### config.mk
export PLATFORM = sky130hd
export DESIGN_NAME = mem_stage_ctrl
export DESIGN_NICKNAME = d
export VERILOG_FILES = /design/src/rtl/mem_stage_ctrl.sv
export SDC_FILE = /design/constraint.sdc
export NUM_CORES = 1
export LEC_CHECK = 0
export CELL_PAD_IN_SITES_DETAIL_PLACEMENT = 0
export CELL_PAD_IN_SITES_GLOBAL_PLACEMENT = 2
export CORE_MARGIN = 8
export CORE_UTILIZATION = 27
export DETAILED_ROUTE_END_ITERATION = 10
export GPL_ROUTABILITY_DRIVEN = 1
export HOLD_SLACK_MARGIN = 0.12
export PLACE_DENSITY = 0.83
export SLEW_MARGIN = 20
export SYNTH_ARGS = -nofsm -noshare
export SYNTH_HDL_FRONTEND = slang
export SYNTH_SLANG_ARGS = --single-unit
### constraint.sdc
create_clock -name clk -period 1.9 [get_ports clk]
set_input_delay 0.285 -clock clk [delete_from_list [all_inputs] [get_ports clk]]
set_output_delay 0.285 -clock clk [all_outputs]
set_load 0.01 [all_outputs]
### src/rtl/mem_stage_ctrl.sv
// Memory-stage sequencer: word/byte/indirect loads and stores plus trap reads, with stall/access counters.
// Define MEM_TIMEOUT_EN to add a per-access watchdog that aborts a stuck access with error=1.
module mem_stage_ctrl #(
  parameter int WIDTH          = 16,
  parameter int CNT_WIDTH      = 16,
  parameter int TIMEOUT_CYCLES = 255
) (
  input  logic                 clk,
  input  logic                 reset_n,
  input  logic                 valid,
  input  logic [2:0]           op,
  input  logic [WIDTH-1:0]     addr,
  input  logic [WIDTH-1:0]     wdata,
  input  logic                 mem_resp,
  input  logic [WIDTH-1:0]     mem_rdata,
  output logic                 mem_read,
  output logic                 mem_write,
  output logic [WIDTH-1:0]     mem_addr,
  output logic [WIDTH-1:0]     mem_wdata,
  output logic [WIDTH/8-1:0]   mem_wmask,
  output logic                 stall,
  output logic                 done,
  output logic [WIDTH-1:0]     rdata,
  output logic                 trap_en,
  output logic                 error,
  input  logic                 count_clear,
  output logic [CNT_WIDTH-1:0] stall_count,
  output logic [CNT_WIDTH-1:0] access_count,
  output logic [1:0]           dbg_state_o
);
  localparam int NB = WIDTH / 8;
  localparam int LW = $clog2(NB);

  localparam logic [2:0] OP_NONE = 3'd0, OP_LDW = 3'd1, OP_STW = 3'd2, OP_LDB = 3'd3;
  localparam logic [2:0] OP_STB  = 3'd4, OP_LDI = 3'd5, OP_STI = 3'd6, OP_TRAP = 3'd7;

  typedef enum logic [1:0] {S_IDLE = 2'd0, S_FIRST = 2'd1, S_SECOND = 2'd2, S_DONE = 2'd3} state_t;

  state_t               state_q;
  logic [2:0]           op_q;
  logic [LW-1:0]        lane_q;
  logic [WIDTH-1:0]     wdata_q, rdata_q, mem_addr_q, mem_wdata_q;
  logic [NB-1:0]        mem_wmask_q;
  logic                 mem_read_q, mem_write_q, done_q, trap_en_q;
  logic [CNT_WIDTH-1:0] stall_cnt_q, stall_cnt_d, access_cnt_q, access_cnt_d;

  logic          busy, accept, resp_ok, expire;
  logic [LW-1:0] lane_in;
  logic [7:0]    rbyte;

  assign busy    = (state_q == S_FIRST) || (state_q == S_SECOND);
  assign accept  = (state_q == S_IDLE) && valid && (op != OP_NONE);
  assign resp_ok = busy && mem_resp;
  assign lane_in = addr[LW-1:0];
  assign rbyte   = 8'(mem_rdata >> {lane_q, 3'b000});

`ifdef MEM_TIMEOUT_EN
  localparam int WDW = $clog2(TIMEOUT_CYCLES + 1);
  logic [WDW-1:0] wd_q;
  logic           error_q;
  // Counts resp-less cycles of the current access; fires on the last allowed cycle.
  assign expire = busy && !mem_resp && (wd_q == WDW'(TIMEOUT_CYCLES - 1));
  assign error  = error_q;
`else
  assign expire = 1'b0;
  assign error  = 1'b0;
`endif

  always_ff @(posedge clk or negedge reset_n) begin
    if (!reset_n) begin
      state_q     <= S_IDLE;
      op_q        <= OP_NONE;
      lane_q      <= '0;
      wdata_q     <= '0;
      rdata_q     <= '0;
      mem_addr_q  <= '0;
      mem_wdata_q <= '0;
      mem_wmask_q <= '0;
      mem_read_q  <= 1'b0;
      mem_write_q <= 1'b0;
      done_q      <= 1'b0;
      trap_en_q   <= 1'b0;
`ifdef MEM_TIMEOUT_EN
      wd_q        <= '0;
      error_q     <= 1'b0;
`endif
    end else begin
      case (state_q)
        S_IDLE: begin
          if (accept) begin
            state_q     <= S_FIRST;
            op_q        <= op;
            lane_q      <= lane_in;
            wdata_q     <= wdata;
            mem_addr_q  <= addr;
            mem_read_q  <= (op == OP_LDW) || (op == OP_LDB) || (op >= OP_LDI);
            mem_write_q <= (op == OP_STW) || (op == OP_STB);
            if (op == OP_STB) begin
              mem_wmask_q <= NB'(1) << lane_in;
              mem_wdata_q <= WIDTH'(wdata[7:0]) << {lane_in, 3'b000};
            end else begin
              mem_wmask_q <= '1;
              mem_wdata_q <= wdata;
            end
`ifdef MEM_TIMEOUT_EN
            wd_q <= '0;
`endif
          end
        end
        S_FIRST, S_SECOND: begin
          // Indirect ops turn the first read's data into the second access address.
          if (mem_resp && (state_q == S_FIRST) && ((op_q == OP_LDI) || (op_q == OP_STI))) begin
            state_q     <= S_SECOND;
            mem_addr_q  <= mem_rdata;
            mem_read_q  <= (op_q == OP_LDI);
            mem_write_q <= (op_q == OP_STI);
            mem_wmask_q <= '1;
            mem_wdata_q <= wdata_q;
`ifdef MEM_TIMEOUT_EN
            wd_q <= '0;
`endif
          end else if (mem_resp || expire) begin
            state_q     <= S_DONE;
            mem_read_q  <= 1'b0;
            mem_write_q <= 1'b0;
            done_q      <= 1'b1;
            trap_en_q   <= (op_q == OP_TRAP);
`ifdef MEM_TIMEOUT_EN
            error_q     <= expire;
`endif
            if (mem_resp) begin
              if (op_q == OP_LDB) begin
                rdata_q <= WIDTH'(rbyte);
              end else if ((op_q == OP_LDW) || (op_q == OP_LDI) || (op_q == OP_TRAP)) begin
                rdata_q <= mem_rdata;
              end
            end
          end else begin
`ifdef MEM_TIMEOUT_EN
            wd_q <= wd_q + WDW'(1);
`endif
          end
        end
        S_DONE: begin
          state_q   <= S_IDLE;
          done_q    <= 1'b0;
          trap_en_q <= 1'b0;
`ifdef MEM_TIMEOUT_EN
          error_q   <= 1'b0;
`endif
        end
        default: state_q <= S_IDLE;
      endcase
    end
  end

  // Clear wins over increment; both counters stick at all-ones.
  always_comb begin
    stall_cnt_d  = stall_cnt_q;
    access_cnt_d = access_cnt_q;
    if (count_clear) begin
      stall_cnt_d  = '0;
      access_cnt_d = '0;
    end else begin
      if (stall && !(&stall_cnt_q))    stall_cnt_d  = stall_cnt_q + CNT_WIDTH'(1);
      if (resp_ok && !(&access_cnt_q)) access_cnt_d = access_cnt_q + CNT_WIDTH'(1);
    end
  end

  always_ff @(posedge clk or negedge reset_n) begin
    if (!reset_n) begin
      stall_cnt_q  <= '0;
      access_cnt_q <= '0;
    end else begin
      stall_cnt_q  <= stall_cnt_d;
      access_cnt_q <= access_cnt_d;
    end
  end

  assign stall        = busy || accept;
  assign mem_read     = mem_read_q;
  assign mem_write    = mem_write_q;
  assign mem_addr     = mem_addr_q;
  assign mem_wdata    = mem_wdata_q;
  assign mem_wmask    = mem_wmask_q;
  assign done         = done_q;
  assign trap_en      = trap_en_q;
  assign rdata        = rdata_q;
  assign stall_count  = stall_cnt_q;
  assign access_count = access_cnt_q;
  assign dbg_state_o  = state_q;
endmodule

## Word-level counts from Yosys, hierarchy flattened

Index checks and enable logic that the tools add are counted.

| word-level totals | value |
|---|---|
| register bits after elaboration | 108 |
| input bits | 56 |
| output and inout bits | 90 |
| logic and storage cells | 105 |

| operators by class | value |
|---|---|
| add/sub/neg operators | 2 |
| $lt $le $gt $ge | 1 |
| equal/unequal tests | 17 |
| shift-type cells | 3 |
| multiplexer cells | 34 |
| bitwise operators | 1 |
| reduce and logical (&&, ||, !) cells | 33 |

Operators with widths:

| kind | number |
|---|---|
| 16-bit two-way mux | 11 |
| 16-bit one-hot mux with 2 select lines | 2 |
| 16-bit by 1-bit adder with 16-bit output, second input constant | 2 |
| 16-bit AND reduction | 2 |
| 8-bit by 4-bit left shift with 16-bit output | 1 |
| 16-bit by 4-bit right shift with 8-bit output | 1 |
| 3-bit == test, second input constant | 4 |
| 2-bit two-way mux | 6 |
| 2-bit nonzero test | 5 |
| 3-bit by 2-bit == test with 1-bit output, second input constant | 3 |
| 1-bit two-way mux | 9 |
| 3-bit AND reduction | 3 |
| 1-bit logical OR | 8 |
| 2-bit inequality test, second input constant | 4 |
| 1-bit one-hot mux with 2 select lines | 4 |
| 1-bit logical AND | 7 |
| 3-bit by 1-bit == test with 1-bit output, second input constant | 2 |
| 2-bit one-hot mux with 3 select lines | 1 |
| 2-bit == test, second input constant | 2 |
| 2-bit one-hot mux with 2 select lines | 1 |
| 2-bit AND reduction | 2 |
| 4-bit AND reduction | 1 |
| 3-bit >= comparator, second input constant | 1 |
| 3-bit inequality test, second input constant | 1 |
| other kinds (7) | 8 |

## Longest topological paths before layout

Gate-level depths: netlist of the first run.

| logic depth | value |
|---|---|
| depth after elaboration | 7 |
| gate-level depth with buffers | 9 |

## Least setup slack after synthesis of the first run

OpenSTA, ideal clock, no wires.

| path | value |
|---|---|
| path type | register -> register |
| from | register state_q[0] (netlist: dbg_state_o[0]) |
| to | register access_cnt_q[13] (netlist: access_count[13]) |
| setup time | 0.077 ns |
| data arrival time | 2.043 ns |
| data required time | 1.823 ns |
| path slack | -0.220 ns |
| cell stages (with the launch flop) | 9 |
| buffers on the path | 2 |
| cell sequence | dfrtp_1 inv_1 ha_1 clkbuf_8 nand3_1 or3_1 buf_2 or4_1 a21oi_1 |

| on the way | value |
|---|---|
| cells in the longest elaborated chain, start to end | 5 |
| elaborated cells on any way between the ends | 6 |
| classes of those cells | eq/ne (2); reduce/logical (4) |

RTL lines:

| element | RTL line | source |
|---|---|---|
| from (decl) | 39 | `state_t state_q;` |
| from (signal assigned) | 71 | `state_q <= S_IDLE;` |
| from (signal assigned) | 91 | `state_q <= S_FIRST;` |
| from (signal assigned) | 113 | `state_q <= S_SECOND;` |
| 2-bit by 1-bit == test with 1-bit output or 2-bit == test (tied branches) | 51 | `assign busy = (state_q == S_FIRST) \|\| (state_q == S_SECOND);` |
| 1-bit logical OR (*) | 51 |  |
| 1-bit logical AND (*) | 53 | `assign resp_ok = busy && mem_resp;` |
| 1-bit logical AND (*) | 166 | `if (resp_ok && !(&access_cnt_q)) access_cnt_d = access_cnt_q + CNT_WIDTH'(1);` |
| 2-bit nonzero test (no source line) (*) | - |  |
| to (signal assigned) | 176 | `access_cnt_q <= access_cnt_d;` |
| to (decl) | 45 | `logic [CNT_WIDTH-1:0] stall_cnt_q, stall_cnt_d, access_cnt_q, access_cnt_d;` |

Every way passes the cells marked *; elsewhere a longest branch is shown, timed or not.
A chain may end at the register's enable or synchronous reset.

## Final worst setup path of the first run

| path | value |
|---|---|
| from | register state_q[0] (netlist: dbg_state_o[0]) |
| to | register access_cnt_q[15] (netlist: access_count[15]) |

Same word-level chain as after synthesis.

==> flow_summary.json, run 1 <==
{
  "clock-root-buffer": "clkbuf_16",
  "grt.met2_usage": 0.228,
  "synthCells": 544,
  "status": "complete, but fails checks",
  "setup_viol": 18,
  "rsz0062_at_grt": "true",
  "start_kind": "flop",
  "p_sw_mw": 4.38,
  "r2r_setup_slack_ns": -0.04,
  "grt_max_degree": 109,
  "antenna_found_initial": 0,
  "clock-sinks": 108,
  "place_congestion": 0.770,
  "tns_ns": -0.350,
  "clk_pin_slew_ns": 0.08,
  "seq_area_um2": 2700,
  "yosys_warnings": 0,
  "required_ns": 2.18,
  "first_pass_iters": 4,
  "multi_input_area_um2": 2940,
  "p_leak_nw": 3.67,
  "io_buffers": 144,
  "drt_iter0_markers": 187,
  "cp-end-kind": "flop",
  "async_flop_share": 1.00,
  "core_region_area_um2": 20200,
  "tightestPinTransition_ns": 0.678,
  "setup_ws_ns": -0.0423,
  "fin_crit_ns": 1.94,
  "synth_nets": 605,
  "ys.flop_type": "dfrtp_1",
  "drv_slew": 0,
  "finalWirelength_um": 18500,
  "synth_cell_types": 63,
  "io_pins": 146,
  "p_sw_frac": 0.357,
  "routedWlPerCell_um": 18.1,
  "clk_path_buf_depth": 2,
  "nFillCells": 1960,
  "ant_nets": 0,
  "yosysSeqAreaShare": 0.487,
  "antenna_cells": 0,
  "use_met3": 0.0388,
  "busiest_layer": "met2",
  "grt_pass1_vias": 5040,
  "grt_overflow": 0,
  "drive_gt1_frac": 0.265,
  "clk_latency_ns": 0.36,
  "powerDensity_nw_per_um2": 1430,
  "syn-cell-area_um2": 5540,
  "viasPerCell": 4.85,
  "cts_buffers": 9,
  "hold_violations": 0,
  "crit_arrival_ns": 2.22,
  "fin_util": 0.426,
  "intPower_mw": 7.88,
  "holdWs_ns": 0.481,
  "die_h_um": 159,
  "clkPwrFrac": 0.154,
  "violations": "negative setup slack",
  "grt_pass1_wl_um": 28800,
  "area_growth_pct": 54.9,
  "drc_errors": 0,
  "dieWidth_um": 159,
  "drv_cap": 0,
  "critPathKind": "flop to flop",
  "cp_max_fo": 5,
  "die_area_um2": 25400,
  "avgSynthCellArea_um2": 10.2,
  "pwr-share-comb": 0.556,
  "row_count": 52,
  "track_usage": 0.140,
  "grt_use_met1": 0.177,
  "start_util": 0.275,
  "place_ws_ns": -0.587,
  "ys_ff_latch": 108,
  "power.total_mw": 12.3,
  "dp_hpwl_um": 12700,
  "fin_skew_ns": 0.00950,
  "relSlewSlack": 0.548,
  "synth-edff-count": 0,
  "seq_power_share": 0.289,
  "via_count": 4956,
  "hp-class": "input port to async pin",
  "min_period_over_period": 1.02,
  "cts_tree": "built",
  "peakVddDrop_uv": 673,
  "fmax_mhz": 515,
  "final_nets": 808,
  "htreeDepth": 3
}
==> repair_timing <==
item,4_1_cts,5_1_grt
resized for setup,26,63
setup endpoints to repair,81,68
hold endpoints to repair,108,0
pin swaps,7,7
buffers inserted,13,9
cloned,2,5
hold buffers,1,0
==> placed cells by master (no fill, tap or decap), types with 3 or more instances in the layout <==
cell type and instances:
clkdlybuf4s50_1 142, dfrtp_1 108, nand2_1 94, buf_4 61, mux2_2 36, o21ai_0 22, a21oi_1 22, mux2_4 21
mux2i_1 17, nor2_1 17, clkbuf_16 13, and2_1 11, nand3_1 11, o21ai_1 10, inv_1 9, a22o_1 9
a21oi_2 9, nor2b_1 9, buf_6 9, o31ai_1 8, nand4_1 7, or3_1 6, buf_12 6, nor3_1 5
o211ai_1 4, or4_4 4, a21oi_4 3, nand2b_1 3, or4_1 3, or3_4 3, nor4_4 3, ha_1 3
==> worst paths after layout <==
kind / start / end / cells past startpoint
max: dbg_state_o[0] / access_count[15] / 8
min in group clk: lane_q / lane_q / 2
max in group asynchronous: reset_n / mem_wdata[11] / 3
max reg2reg: dbg_state_o[0] / access_count[15] / 8
min: reset_n / stall_count[13] / 3
min reg2reg: lane_q / lane_q / 2
==> critical path, stage by stage, from the launching register on <==
cell	delay, ns
dfrtp_1	0.37
inv_2	0.06
ha_4	0.29
buf_6	0.12
nand3_4	0.07
or3_4	0.37
buf_4	0.15
or3_1	0.31
a21oi_1	0.12
==> final cells by class <==
cell class	instances	share of cell area
sequential	108	0.315
timing repair buffer	226	0.264
multi-input combinational	391	0.343
clock buffer	9	0.0262
inverter	11	0.00481
clock inverter	7	0.00772
tap	270	0.0393
==> sequential cells by signal (all words and copies together) (netlist names) <==
register / flops
mem_read: 1
op_q: 3
access_count: 16
mem_addr: 16
dbg_state_o: 2
lane_q: 1
mem_wmask: 2
trap_en: 1
mem_wdata: 16
wdata_q: 16
mem_write: 1
stall_count: 16
done: 1
rdata: 16
==> per-layer routing <==
metal	up-vias	part of all wire
li1	2352	-
met5	-	0
met3	20	0.052
met2	125	0.48
met4	0	0.021
met1	2459	0.45
==> cells by family after synthesis <==
| kind of cell | Yosys count | synth area share |
|---|---|---|
| buffers and inverters | 46 | 0.0415 |
| muxes | 75 | 0.148 |
| other | 1 | 0.000676 |
| AOI/OAI and AO/OA | 111 | 0.132 |
| DFF | 108 | 0.487 |
| adders and majority gates | 5 | 0.0113 |
| xor gates and xnor gates | 3 | 0.00474 |
| and+or+nand+nor | 195 | 0.174 |
==> per-stage QoR <==
step | std cells | instance area, µm²
floorplan | 544 | 5610
global placement | 977 | 7610
detailed placement | 977 | 7610
CTS | 1008 | 8180
global route | 1022 | 8590
finish | 1022 | 8590
==> synth_stat cells (3+ instances only) <==
cell type / number / share of area
a21oi_1: 31 / 0.028
a22o_1: 9 / 0.014
and2_1: 10 / 0.011
buf_2: 8 / 0.0072
buf_4: 4 / 0.0054
clkbuf_1: 16 / 0.011
clkbuf_8: 3 / 0.0074
dfrtp_1: 108 / 0.49
ha_1: 5 / 0.011
inv_1: 11 / 0.0074
mux2_1: 3 / 0.0061
mux2_2: 55 / 0.11
mux2i_1: 17 / 0.031
nand2_1: 95 / 0.064
nand2b_1: 4 / 0.0045
nand3_1: 12 / 0.011
nand4_1: 7 / 0.0079
nor2_1: 17 / 0.012
nor2b_1: 9 / 0.010
nor3_1: 5 / 0.0045
nor4_1: 4 / 0.0045
o211ai_1: 4 / 0.0054
o21ai_0: 32 / 0.029
o31ai_1: 10 / 0.014
or3_1: 9 / 0.010
or4_1: 7 / 0.0095
==> power by group through the flow <==
stage / Clock [mW] / Combinational (mW) / Sequential (mW)
after global placement: 0 / 5.26 / 3.55
final: 1.89 / 6.83 / 3.55
after CTS: 1.99 / 6.03 / 3.54
after floorplan: 0 / 2.81 / 3.78
after global routing: 2.06 / 7.32 / 3.64
after detailed placement: 0 / 5.38 / 3.57
Power figures use the tool's default switching activity.
==> inputs of run 2 (changes only) <==
CORE_UTILIZATION = 30   (was 27)
PLACE_DENSITY = 0.87   (was 0.83)
clock period = 2.09 ns   (was 1.9 ns; I/O delays follow)
==> run 2 against run 1 <==
Net effect:
- the run now ends clean
- core utilization rose by 1.7 points
- clock-buffer cell count did not move
- flip-flop and latch count did not move
- highest routed layer unchanged
==> flow_summary.json, run 2 (synthesis gave the netlist of run 1 again) <==
{
  "fin_skew_ns": 0.00947,
  "dieWidth_um": 152,
  "critPathKind": "flop to flop",
  "endpoint": "access_count[11]",
  "drt_iter0_markers": 325,
  "multi_input_area_um2": 2700,
  "final_cell_mix": "clkdlybuf4s50_1, dfrtp_1, nand2_1, mux2_2, buf_4",
  "fin_util": 0.443,
  "die_area_um2": 23100,
  "layout_commonest_cell": "clkdlybuf4s50_1",
  "relSlewSlack": 0.589,
  "cp_num_buf_inv": 2,
  "nFillCells": 1732,
  "drc_errors": 0,
  "final_area_um2": 7990,
  "htreeDepth": 3,
  "drv_cap": 0,
  "drive_gt1_frac": 0.206,
  "viasPerCell": 5.06,
  "powerDensity_nw_per_um2": 1270,
  "crit_arrival_ns": 2.29,
  "startpoint": "dbg_state_o[0]",
  "area_growth_pct": 44.1,
  "r2r-start": "dbg_state_o[0]",
  "track_usage": 0.146,
  "cp_max_fo": 14,
  "clock-root-buffer": "clkbuf_16",
  "drv_slew": 0,
  "antenna_found_initial": 0,
  "crit_family": "simple AND/OR/NAND/NOR gates",
  "io_pins": 146,
  "final_nets": 781,
  "cts_buffers": 9,
  "stdcell_count": 954,
  "cts_tree": "built",
  "die_h_um": 152,
  "antenna_cells": 0,
  "clk_latency_ns": 0.36,
  "hold_violations": 0,
  "dp_hpwl_um": 12600,
  "io_buffers": 144,
  "grt_pass1_wl_um": 27400,
  "routedWlPerCell_um": 18.1,
  "setup_viol": 0,
  "row_count": 49,
  "hp-class": "flop to flop",
  "p_leak_nw": 3.37,
  "cp_slowest_cell": "or4_1",
  "start_util": 0.308,
  "required_ns": 2.37,
  "grt_max_degree": 43,
  "via_count": 4824,
  "crit_chain": "inv_2, ha_4, buf_12, nand3_2, or3_4, or4_1, a21oi_2",
  "status": "finished clean",
  "finalWirelength_um": 17200,
  "fin_crit_ns": 2.00,
  "tns_ns": 0,
  "ant_nets": 0,
  "clock-sinks": 108,
  "slowest_delay_ns": 0.44,
  "fmax_mhz": 499,
  "seq_area_um2": 2700,
  "grt_pass1_vias": 5028,
  "dpl.cell_count": 927,
  "first_pass_iters": 4,
  "r2r_cells": 7,
  "r2r_setup_slack_ns": 0.09,
  "clk_pin_slew_ns": 0.08,
  "cp-end-kind": "flop",
  "rr_endpoint": "access_count[11]",
  "placed_cell_area_um2": 7490,
  "grt_overflow": 0,
  "min_period_over_period": 0.959,
  "start_kind": "flop",
  "place_congestion": 0.788,
  "peakVddDrop_uv": 582,
  "path_depth": 7,
  "tightestPinTransition_ns": 0.617,
  "core_region_area_um2": 18000,
  "clk_path_buf_depth": 2
}
run 2: worst min-delay path by stage:
| stage | startpoint | to | cells after the start |
|---|---|---|---|
| floorplan | reset_n | access_count[0] | 0 |
| global placement | reset_n | access_count[14] | 1 |
| detailed placement | reset_n | access_count[6] | 1 |
| CTS | wdata_q[15] | wdata_q[15] | 2 |
| global route | wdata_q[3] | wdata_q[3] | 2 |
| finish | wdata_q[15] | wdata_q[15] | 2 |
run 2: power by group:
part / switching (mW) / total [mW] / internal, mW
clock network: 0.891 / 1.75 / 0.854
registers: 0.410 / 3.22 / 2.81
logic: 2.39 / 5.21 / 2.82
total: 3.69 / 10.2 / 6.49
run 2: final cells by class:
type | count | share of cell area
clock buffers | 9 | 0.0282
inverters | 11 | 0.00517
well taps | 229 | 0.0359
flip-flops and latches | 108 | 0.338
multi-input cells | 391 | 0.338
clock inverters | 7 | 0.0100
repair buffers | 199 | 0.244
run 2: tightest hold or removal path: cells and delay by family, from the launching register on:
kind             cells  cell delay (ns)
AND/OR/NAND/NOR      2             0.10
flip-flops           1             0.35
run 2: per-layer routing:
layer / track usage / part of all wire / up-vias
met5: 0 / 0 / -
met4: 0.0745 / 0.030 / 0
met3: 0.0308 / 0.043 / 28
met2: 0.237 / 0.49 / 127
met1: 0.181 / 0.44 / 2369
li1: - / - / 2300
run 2: per-stage QoR:
stage | worst slack (ns) | hold WS, ns | power, mW
after floorplan | -0.0123 | 0.0179 | 5.92
after CTS | 0.0131 | 0.483 | 10.2
after global routing | -0.00321 | 0.504 | 10.8
final | 0.0857 | 0.480 | 10.2
after global placement | -0.476 | 0.362 | 7.98
after detailed placement | -0.516 | 0.367 | 8.11
run 2: repair_timing:
item / 4_1_cts / 5_1_grt
setup buffers: 8 / 0
endpoints found under the hold margin: 39 / 0
cloned: 1 / 1
gates resized for setup: 10 / 13
pin swaps: 2 / 4
hold buffers: 1 / 0
endpoints found under the setup margin: 55 / 21
==> inputs of run 3 (changes only) <==
clock period = 1.95 ns   (was 2.09 ns; I/O delays follow)
==> run 3 against run 2 <==
Net effect:
- the flow now finishes with violations (negative setup slack)
- clock-buffer cell count stayed put
- routed wire length grew 4.3%
- non-clock buffer count increased by 12
- flip-flop and latch count did not move
- sequential power is 7.1% higher
- register-to-register slack worse by 0.12 ns
==> flow_summary.json, run 3 (synthesis gave the netlist of run 1 again) <==
{
  "cp_max_fo": 7,
  "powerDensity_nw_per_um2": 1390,
  "grt_overflow": 0,
  "first_pass_iters": 4,
  "drv_cap": 0,
  "track_usage": 0.149,
  "rsz0062_at_grt": "true",
  "die_area_um2": 23100,
  "fin_crit_ns": 1.98,
  "critPathKind": "flop to flop",
  "clock-sinks": 108,
  "routedWlPerCell_um": 18.6,
  "clk_path_buf_depth": 2,
  "fin_skew_ns": 0.00851,
  "drt_iter0_markers": 258,
  "hp-class": "input port to async pin",
  "dieWidth_um": 152,
  "required_ns": 2.24,
  "violations": "negative setup slack",
  "via_count": 4913,
  "min_period_over_period": 1.02,
  "start_util": 0.308,
  "core_region_area_um2": 18000,
  "grt_pass1_wl_um": 27800,
  "place_ws_ns": -0.626,
  "finalWirelength_um": 18000,
  "status": "complete, but fails checks",
  "start_kind": "flop",
  "viasPerCell": 5.09,
  "drc_errors": 0,
  "grt_max_degree": 47,
  "drive_gt1_frac": 0.244,
  "io_buffers": 144,
  "place_congestion": 0.815,
  "clock-root-buffer": "clkbuf_16",
  "p_leak_nw": 3.51,
  "setup_ws_ns": -0.0350,
  "clk_pin_slew_ns": 0.08,
  "grt_pass1_vias": 4987,
  "setup_viol": 3,
  "layout_commonest_cell": "clkdlybuf4s50_1",
  "relSlewSlack": 0.629,
  "dp_hpwl_um": 12600,
  "io_pins": 146,
  "drv_slew": 0,
  "crit_arrival_ns": 2.28,
  "dpl.cell_count": 929,
  "clk_latency_ns": 0.35,
  "die_h_um": 152,
  "ant_nets": 0,
  "power.total_mw": 11.6,
  "area_growth_pct": 49.6,
  "tightestPinTransition_ns": 0.557,
  "antenna_cells": 0,
  "antenna_found_initial": 0,
  "final_cell_mix": "clkdlybuf4s50_1, dfrtp_1, nand2_1, mux2_2, buf_4",
  "stdcell_count": 966,
  "peakVddDrop_uv": 653,
  "fmax_mhz": 504,
  "cts_tree": "built",
  "hold_violations": 0,
  "htreeDepth": 3,
  "cts_buffers": 9,
  "row_count": 49,
  "final_nets": 793,
  "cp-end-kind": "flop"
}
==> run 3: cell types whose count changed in the layout (fill, tap and decap cells not counted), moves of 3 or more <==
cell,before,now
a21oi_1,28,25
buf_4,46,51
mux2_1,3,0
mux2_4,0,4
nor4_1,4,1
o21ai_0,31,24
o21ai_1,1,8
==> run 3: path summary, 6_finish.rpt <==
kind	cells after the start	start	slack (ns)	endpoint
min	2	reset_n	0.46	access_count[11]
max in group asynchronous	3	reset_n	0.76	stall_count[5]
min in group clk	3	wdata[14]	0.48	wdata_q[14]
max reg2reg	8	dbg_state_o[0]	-0.03	access_count[11]
max	8	dbg_state_o[0]	-0.03	access_count[11]
min reg2reg	2	wdata_q[9]	0.48	wdata_q[9]
==> run 3: layout make-up <==
| class | count | area [µm²] |
|---|---|---|
| clock buffer | 9 | 225 |
| clock inverter | 7 | 73.8 |
| fill | 1707 | 9730 |
| inverter | 11 | 41.3 |
| multi-input combinational | 391 | 2820 |
| sequential | 108 | 2700 |
| tap | 229 | 287 |
| timing repair buffer | 211 | 2150 |
==> run 3: power by group <==
part / total [mW] / switching [mW] / internal [mW]
registers: 3.45 / 0.438 / 3.02
logic: 6.24 / 2.74 / 3.50
clock network: 1.87 / 0.957 / 0.915
total: 11.6 / 4.13 / 7.43
==> run 3: layer usage <==
metal | GRT usage | share of wire | vias up
li1 | - | - | 2325
met1 | 0.178 | 0.44 | 2439
met2 | 0.248 | 0.50 | 126
met3 | 0.0356 | 0.043 | 23
met4 | 0.0669 | 0.024 | 0
met5 | 0 | 0 | -
==> run 3: per-stage QoR <==
stage          hold slack (ns)  cell area, µm²  setup TNS (ns)  utilization
6_report                 0.463            8290         -0.0760        0.460
5_1_grt                  0.491            8290           -1.19        0.460
3_5_place_dp             0.321            7510          -28.29        0.417
4_1_cts                  0.470            8050         -0.0543        0.447
2_1_floorplan         -0.00309            5590           -1.75            -
3_3_place_gp             0.318            7510          -25.48        0.417
==> run 3: critical path, cell delays in order, from the launching register on <==
cell	delay [ns]
dfrtp_1	0.37
inv_2	0.06
ha_4	0.27
buf_8	0.09
buf_6	0.11
nand3_4	0.06
or3_4	0.37
or4_4	0.43
a21oi_2	0.14
==> run 3: timing repair <==
item                                    in CTS  in global routing
endpoints found under the hold margin       34                  0
cloned                                       2                  3
gates resized for setup                     25                 37
setup buffers                               10                  6
hold buffers                                 1                  0
pin swaps                                    7                  5
endpoints found under the setup margin      79                 49
